--- src/rtl/rca_pipe_addsub_if.sv ---
// Bus bundle for rca_pipe_addsub: operands, mode and stall going in,
// registered result coming out.
//
// Ports (signals):
//   in_valid  operands present this cycle
//   op1, op2  operands A and B (WIDTH bits)
//   cin       carry-in for add, borrow-in for subtract
//   sub       0 = add, 1 = subtract
//   stall     freezes the whole pipeline; inputs are ignored while high
//   out_valid result registers hold a new result this cycle
//   sum       result (WIDTH bits)
//   crout     raw carry out of the MSB (1 = no borrow when subtracting)
//   ovf       two's-complement overflow
//
// Modports: master drives the operation side (the source), slave is the
// adder itself.
interface rca_pipe_addsub_if #(
    parameter int WIDTH = 64
);
    logic             in_valid;
    logic [WIDTH-1:0] op1;
    logic [WIDTH-1:0] op2;
    logic             cin;
    logic             sub;
    logic             stall;
    logic             out_valid;
    logic [WIDTH-1:0] sum;
    logic             crout;
    logic             ovf;

    modport master (
        output in_valid, op1, op2, cin, sub, stall,
        input  out_valid, sum, crout, ovf
    );

    modport slave (
        input  in_valid, op1, op2, cin, sub, stall,
        output out_valid, sum, crout, ovf
    );
endinterface

--- src/rtl/rca_pipe_addsub.sv ---
// Pipelined ripple-carry adder/subtractor.
//
// The WIDTH-bit operation is cut into STAGES equal segments of
// SEG = WIDTH/STAGES bits. Stage k ripples segment k using the carry
// registered by stage k-1, so the longest path is one SEG-bit ripple.
// Upper operand segments travel with the operation until their stage, and
// finished lower sum segments travel forward so the whole result lines up
// at the last stage.
//
// Ports:
//   clock  rising-edge clock
//   reset  asynchronous, active-low; clears valid bits and outputs at once
//   bus    rca_pipe_addsub_if.slave (operands/mode/stall in, result out)
//
// Parameters:
//   WIDTH   operand width, must be a multiple of STAGES
//   STAGES  pipeline depth and segment count, 1 <= STAGES <= WIDTH
//
// Handshake: an operation is accepted at a rising edge where
// in_valid = 1 and stall = 0. There is no ready; the source must hold or
// re-present an operation offered during stall, because stall = 1 freezes
// every register and ignores all inputs. out_valid pulses for one unstalled
// cycle per result (it is held through a stall), and sum/crout/ovf keep the
// last valid result while out_valid = 0. Latency is STAGES-1 edges after the
// accepting edge.
module rca_pipe_addsub #(
    parameter int WIDTH  = 64,
    parameter int STAGES = 4
) (
    input logic              clock,
    input logic              reset,
    rca_pipe_addsub_if.slave bus
);
    localparam int SEG  = WIDTH / STAGES;
    localparam int LAST = STAGES - 1;

    // Stage boundary registers, element k is written by stage k.
    logic             v_r [STAGES];  // valid tag
    logic             c_r [STAGES];  // carry out of segment k
    logic [WIDTH-1:0] s_r [STAGES];  // sum segments 0..k are final
    logic [WIDTH-1:0] a_r [STAGES];  // operand A, segments above k still pending
    logic [WIDTH-1:0] b_r [STAGES];  // operand B' (already inverted for sub)
    logic             ovf_r;

    for (genvar k = 0; k < STAGES; k++) begin : g_stage
        localparam int LO = k * SEG;

        logic             v_i;
        logic             c_i;
        logic [WIDTH-1:0] a_i;
        logic [WIDTH-1:0] b_i;
        logic [WIDTH-1:0] s_i;
        logic [WIDTH-1:0] s_nxt;
        logic [SEG:0]     seg_res;

        if (k == 0) begin : g_head
            // Subtract is A + ~B + ~borrow; mode and carry are folded into
            // B' and c0 here so later stages only ever add.
            assign v_i = bus.in_valid;
            assign a_i = bus.op1;
            assign b_i = bus.sub ? ~bus.op2 : bus.op2;
            assign c_i = bus.cin ^ bus.sub;
            assign s_i = '0;
        end else begin : g_body
            assign v_i = v_r[k-1];
            assign a_i = a_r[k-1];
            assign b_i = b_r[k-1];
            assign c_i = c_r[k-1];
            assign s_i = s_r[k-1];
        end

        assign seg_res = {1'b0, a_i[LO +: SEG]} + {1'b0, b_i[LO +: SEG]}
                       + {{SEG{1'b0}}, c_i};

        always_comb begin
            s_nxt            = s_i;
            s_nxt[LO +: SEG] = seg_res[SEG-1:0];
        end

        // Data loads only behind a valid tag, so bubbles never disturb the
        // held result; the valid tag itself advances every unstalled cycle.
        always_ff @(posedge clock or negedge reset) begin
            if (!reset) begin
                v_r[k] <= 1'b0;
                c_r[k] <= 1'b0;
                s_r[k] <= '0;
                a_r[k] <= '0;
                b_r[k] <= '0;
            end else if (!bus.stall) begin
                v_r[k] <= v_i;
                if (v_i) begin
                    c_r[k] <= seg_res[SEG];
                    s_r[k] <= s_nxt;
                    a_r[k] <= a_i;
                    b_r[k] <= b_i;
                end
            end
        end

        if (k == LAST) begin : g_tail
            logic ovf_nxt;

            // Overflow when both addends share a sign that the sum lacks.
            assign ovf_nxt = (a_i[WIDTH-1] == b_i[WIDTH-1])
                          && (s_nxt[WIDTH-1] != a_i[WIDTH-1]);

            always_ff @(posedge clock or negedge reset) begin
                if (!reset) begin
                    ovf_r <= 1'b0;
                end else if (!bus.stall && v_i) begin
                    ovf_r <= ovf_nxt;
                end
            end
        end
    end

    assign bus.out_valid = v_r[LAST];
    assign bus.sum       = s_r[LAST];
    assign bus.crout     = c_r[LAST];
    assign bus.ovf       = ovf_r;
endmodule

--- src/flat_wrapper.sv ---
// flat-port wrapper written by rule: the top's interface ports become plain ports
module rca_pipe_addsub_flat 
#(
    parameter int WIDTH  = 64,
    parameter int STAGES = 4
)
  (clock, reset, bus_in_valid, bus_op1, bus_op2, bus_cin, bus_sub, bus_stall, bus_out_valid, bus_sum, bus_crout, bus_ovf);
  rca_pipe_addsub_if #(.WIDTH(WIDTH)) bus_i ();
  input logic clock;
  input logic reset;
  input wire logic [$bits(bus_i.in_valid)-1:0] bus_in_valid;
  input wire logic [$bits(bus_i.op1)-1:0] bus_op1;
  input wire logic [$bits(bus_i.op2)-1:0] bus_op2;
  input wire logic [$bits(bus_i.cin)-1:0] bus_cin;
  input wire logic [$bits(bus_i.sub)-1:0] bus_sub;
  input wire logic [$bits(bus_i.stall)-1:0] bus_stall;
  output wire logic [$bits(bus_i.out_valid)-1:0] bus_out_valid;
  output wire logic [$bits(bus_i.sum)-1:0] bus_sum;
  output wire logic [$bits(bus_i.crout)-1:0] bus_crout;
  output wire logic [$bits(bus_i.ovf)-1:0] bus_ovf;
  assign bus_i.in_valid = bus_in_valid;
  assign bus_i.op1 = bus_op1;
  assign bus_i.op2 = bus_op2;
  assign bus_i.cin = bus_cin;
  assign bus_i.sub = bus_sub;
  assign bus_i.stall = bus_stall;
  assign bus_out_valid = bus_i.out_valid;
  assign bus_sum = bus_i.sum;
  assign bus_crout = bus_i.crout;
  assign bus_ovf = bus_i.ovf;
  rca_pipe_addsub #(.WIDTH(WIDTH), .STAGES(STAGES)) u_core (.clock(clock), .reset(reset), .bus(bus_i));
endmodule
--- config.mk ---
export PLATFORM = sky130hd
export DESIGN_NAME = rca_pipe_addsub_flat
export DESIGN_NICKNAME = d
export VERILOG_FILES = /design/src/rtl/rca_pipe_addsub_if.sv /design/src/rtl/rca_pipe_addsub.sv /design/src/flat_wrapper.sv
export SDC_FILE = /design/constraint.sdc
export NUM_CORES = 1
export LEC_CHECK = 0
export CAP_MARGIN = 20
export CORE_ASPECT_RATIO = 0.8
export CORE_MARGIN = 4
export CORE_UTILIZATION = 25
export CTS_BUF_LIST = sky130_fd_sc_hd__clkbuf_8
export DETAILED_ROUTE_END_ITERATION = 8
export GPL_TIMING_DRIVEN = 0
export PLACE_DENSITY = 0.45
export SETUP_SLACK_MARGIN = 0.15
export SYNTH_ARGS = -nofsm -noshare
export SYNTH_HDL_FRONTEND = slang
export SYNTH_SLANG_ARGS = --single-unit
--- constraint.sdc ---
create_clock -name clock -period 3.4 [get_ports clock]
set_clock_uncertainty 0.1 [all_clocks]
set_input_delay 0.34 -clock clock [delete_from_list [all_inputs] [get_ports clock]]
set_output_delay 0.34 -clock clock [all_outputs]
set_load 0.1 [all_outputs]
==> flow_summary.json <==
{
  "yosys.area.top_type": "dfrtp_1",
  "critPathLaunch": "u_core.g_stage[3].b_i[48]",
  "core_area_um2": 66210,
  "grt_setup_unrepaired": "no",
  "firstDrtPassIters": 4,
  "p_per_area_nw_per_um2": 830.9,
  "hp-start": "bus_op1[27]",
  "ys.flop_type": "dfrtp_1",
  "syn-instance-count": 1721,
  "dpl.cell_count": 2785,
  "status": "finished, final reports clean",
  "drv_slew": 0,
  "path_max_fanout": 3,
  "clk_pin_slew_ps": 50,
  "die_area_um2": 71580,
  "crit_required_ps": 3810,
  "ys_types": 56,
  "grt_first_pass_wirelength_um": 78290,
  "vias_per_cell": 4.382,
  "cts_max_level": 3,
  "yosys.area.top_type_share": 0.5366,
  "ir_drop_v": 0.0004152,
  "stdcell_area_um2": 21330,
  "wl_per_cell_um": 17.36,
  "track_usage": 0.1418,
  "worstPathArrival_ps": 3450,
  "synth_edf_count": 0,
  "period_share": 0.8961,
  "antenna_found_initial": 2,
  "holdPathEnd": "u_core.g_stage[1].a_i[27]",
  "hold_violations": 0,
  "final_cell_mix": "nand2_1, dfrtp_1, clkdlybuf4s50_1",
  "fin_setup_tns_ps": 0,
  "port_buffers": 199,
  "finalNonFillerCells": 2897,
  "yosys-top-cells-area": "dfrtp_1, nand2_1, mux2_2",
  "synth_seq_area_share": 0.5366,
  "syn-cell-area_um2": 16830,
  "root_buffer": "clkbuf_8",
  "cap_violations": 0,
  "ys_seq_elements": 361,
  "end_kind": "register",
  "drt-initial-drc-count": 586,
  "ff2ff_path_depth": 8,
  "place_area_um2": 20020,
  "r2r_end": "u_core.bus.sum[60]",
  "cts_sinks": 361,
  "drtAntennaViolNets": 0,
  "hp-class": "input pin to register",
  "drive_gt1_frac": 0.1002,
  "period_minus_slack_ps": 3047,
  "hpwl_um": 37360,
  "holdWs_ps": 124.9,
  "postSynth.asyncResetShare": 1.000,
  "synth_area_per_cell_um2": 9.781,
  "cts_buffer_depth": 3,
  "reg2reg_from": "u_core.g_stage[3].b_i[48]",
  "overflow": 0,
  "rrSetupSlack_ps": 350,
  "crit_type": "register to register",
  "tightest_slew_ps": 1058,
  "start_util": 0.2542,
  "final_core_util": 0.3222,
  "die_w_um": 298.1,
  "final_common_cell": "nand2_1",
  "dieHeight_um": 240.1,
  "setup_viol": 0,
  "syn_to_final_growth_pct": 26.72,
  "fmax_mhz": 328.2,
  "power_leakage_nw": 10.10,
  "yosys_warnings": 0,
  "routed_wl_um": 50300,
  "core.rowCount": 84,
  "drc": 0,
  "cp-start-kind": "register",
  "vias": 12700,
  "grt_max_degree": 117,
  "gp_congestion": 0.8265,
  "numCtsBuffers": 67,
  "cts_setup_buffers": 0,
  "max_slew_margin": 0.2944,
  "clk-insertion-delay-late_ps": 640,
  "fin_nets": 2199,
  "whs_path_depth": 3,
  "cts_tree": "done",
  "grt_pass1_vias": 13430,
  "syn-num-nets": 1923,
  "io_pins": 201
}
==> cell usage after synthesis, types with 4 or more instances <==
library cell  count
inv_1            15
o211ai_1          6
and3_1            5
buf_2            13
ha_1             60
nor2_1           29
buf_1            16
fa_1              8
nor2b_1          12
nand3_1          14
nand2b_1          5
a211oi_1         11
a31oi_1           7
a221oi_1          4
dfrtp_1         361
clkbuf_1         58
nor3b_1           5
nor3_1            7
xor2_1           36
o21a_1           17
nand2_1         634
a21o_1           23
o21ai_0         108
nand4_1           6
xnor2_1          70
a21oi_1          46
mux2_2           83
o31ai_1           9
o21bai_1          5
o21ai_1           7
or3_1             5
==> final cells by class <==
| class | instances | area, µm² |
|---|---|---|
| inverters | 15 | 56.30 |
| clock buffers | 80 | 1101 |
| diodes | 2 | 5.005 |
| plain buffers | 87 | 346.6 |
| fillers | 6928 | 44880 |
| well taps | 860 | 1076 |
| flip-flops and latches | 361 | 9034 |
| multi-input cells | 1258 | 7401 |
| repair buffers | 207 | 2140 |
| clock inverters | 27 | 172.7 |
==> metrics by stage <==
stage | worst slack, ps | power [mW]
2_1_floorplan | 242.8 | 11.62
3_3_place_gp | -14510 | 13.70
3_5_place_dp | -803.4 | 13.77
4_1_cts | 212.4 | 18.01
5_1_grt | 197.3 | 18.85
6_report | 353.2 | 17.72
==> power breakdown <==
group          leakage, nW  switching, mW  internal [mW]
combinational         4.85           4.97           2.23
sequential            4.53          0.813           5.63
clock                0.718           1.88           2.21
total                 10.1           7.66           10.1
==> worst max-delay path, cell delays in order (launching register included) <==
cell and delay, ps:
dfrtp_1 400, fa_1 500, fa_1 460, a211oi_1 340
o21a_1 240, o21ai_1 130, a211oi_1 410, xor2_1 240
o21ai_0 100
==> repair_timing <==
item | CTS | global route
hold buffers | 3 | 0
resized for setup | 1 | 1
endpoints found under the setup margin | 7 | 3
endpoints found under the hold margin | 253 | 0
==> kinds of logic (layout without fill, tap and decap cells) <==
family,after synthesis,in the layout,synth area share
buffers and inverters,102,416,0.02371
xor gates and xnor gates,106,106,0.05515
other,0,2,0
AOI/OAI and AO/OA,267,267,0.1004
muxes,86,86,0.05731
DFF,361,361,0.5366
adders and majority gates,68,68,0.05411
and+or+nand+nor,731,731,0.1727
==> state kept, by name, summed over array words and instances, names as in the netlist <==
name and count:
u_core.g_stage.s_i 96, u_core.bus.sum 64, u_core.bus.ovf 1, u_core.g_stage.v_i 3, u_core.g_stage.b_i 96, u_core.bus.crout 1, u_core.g_stage.c_i 3, u_core.bus.out_valid 1
u_core.g_stage.a_i 96
==> worst max path at each step <==
stage | endpoint
global placement | u_core.g_stage[1].a_i[24]
CTS | u_core.g_stage[1].s_i[12]
global route | u_core.g_stage[1].s_i[12]
detailed placement | u_core.g_stage[1].s_i[12]
finish | u_core.bus.sum[60]
floorplan | u_core.g_stage[1].s_i[12]
==> routing by layer <==
layer  part of all wire  global-route usage
met1               0.51              0.2038
met3              0.040             0.03060
met5                  0                   0
met2               0.44              0.2181
met4              0.019             0.03565
No activity file was read; power rests on OpenSTA's default activity.
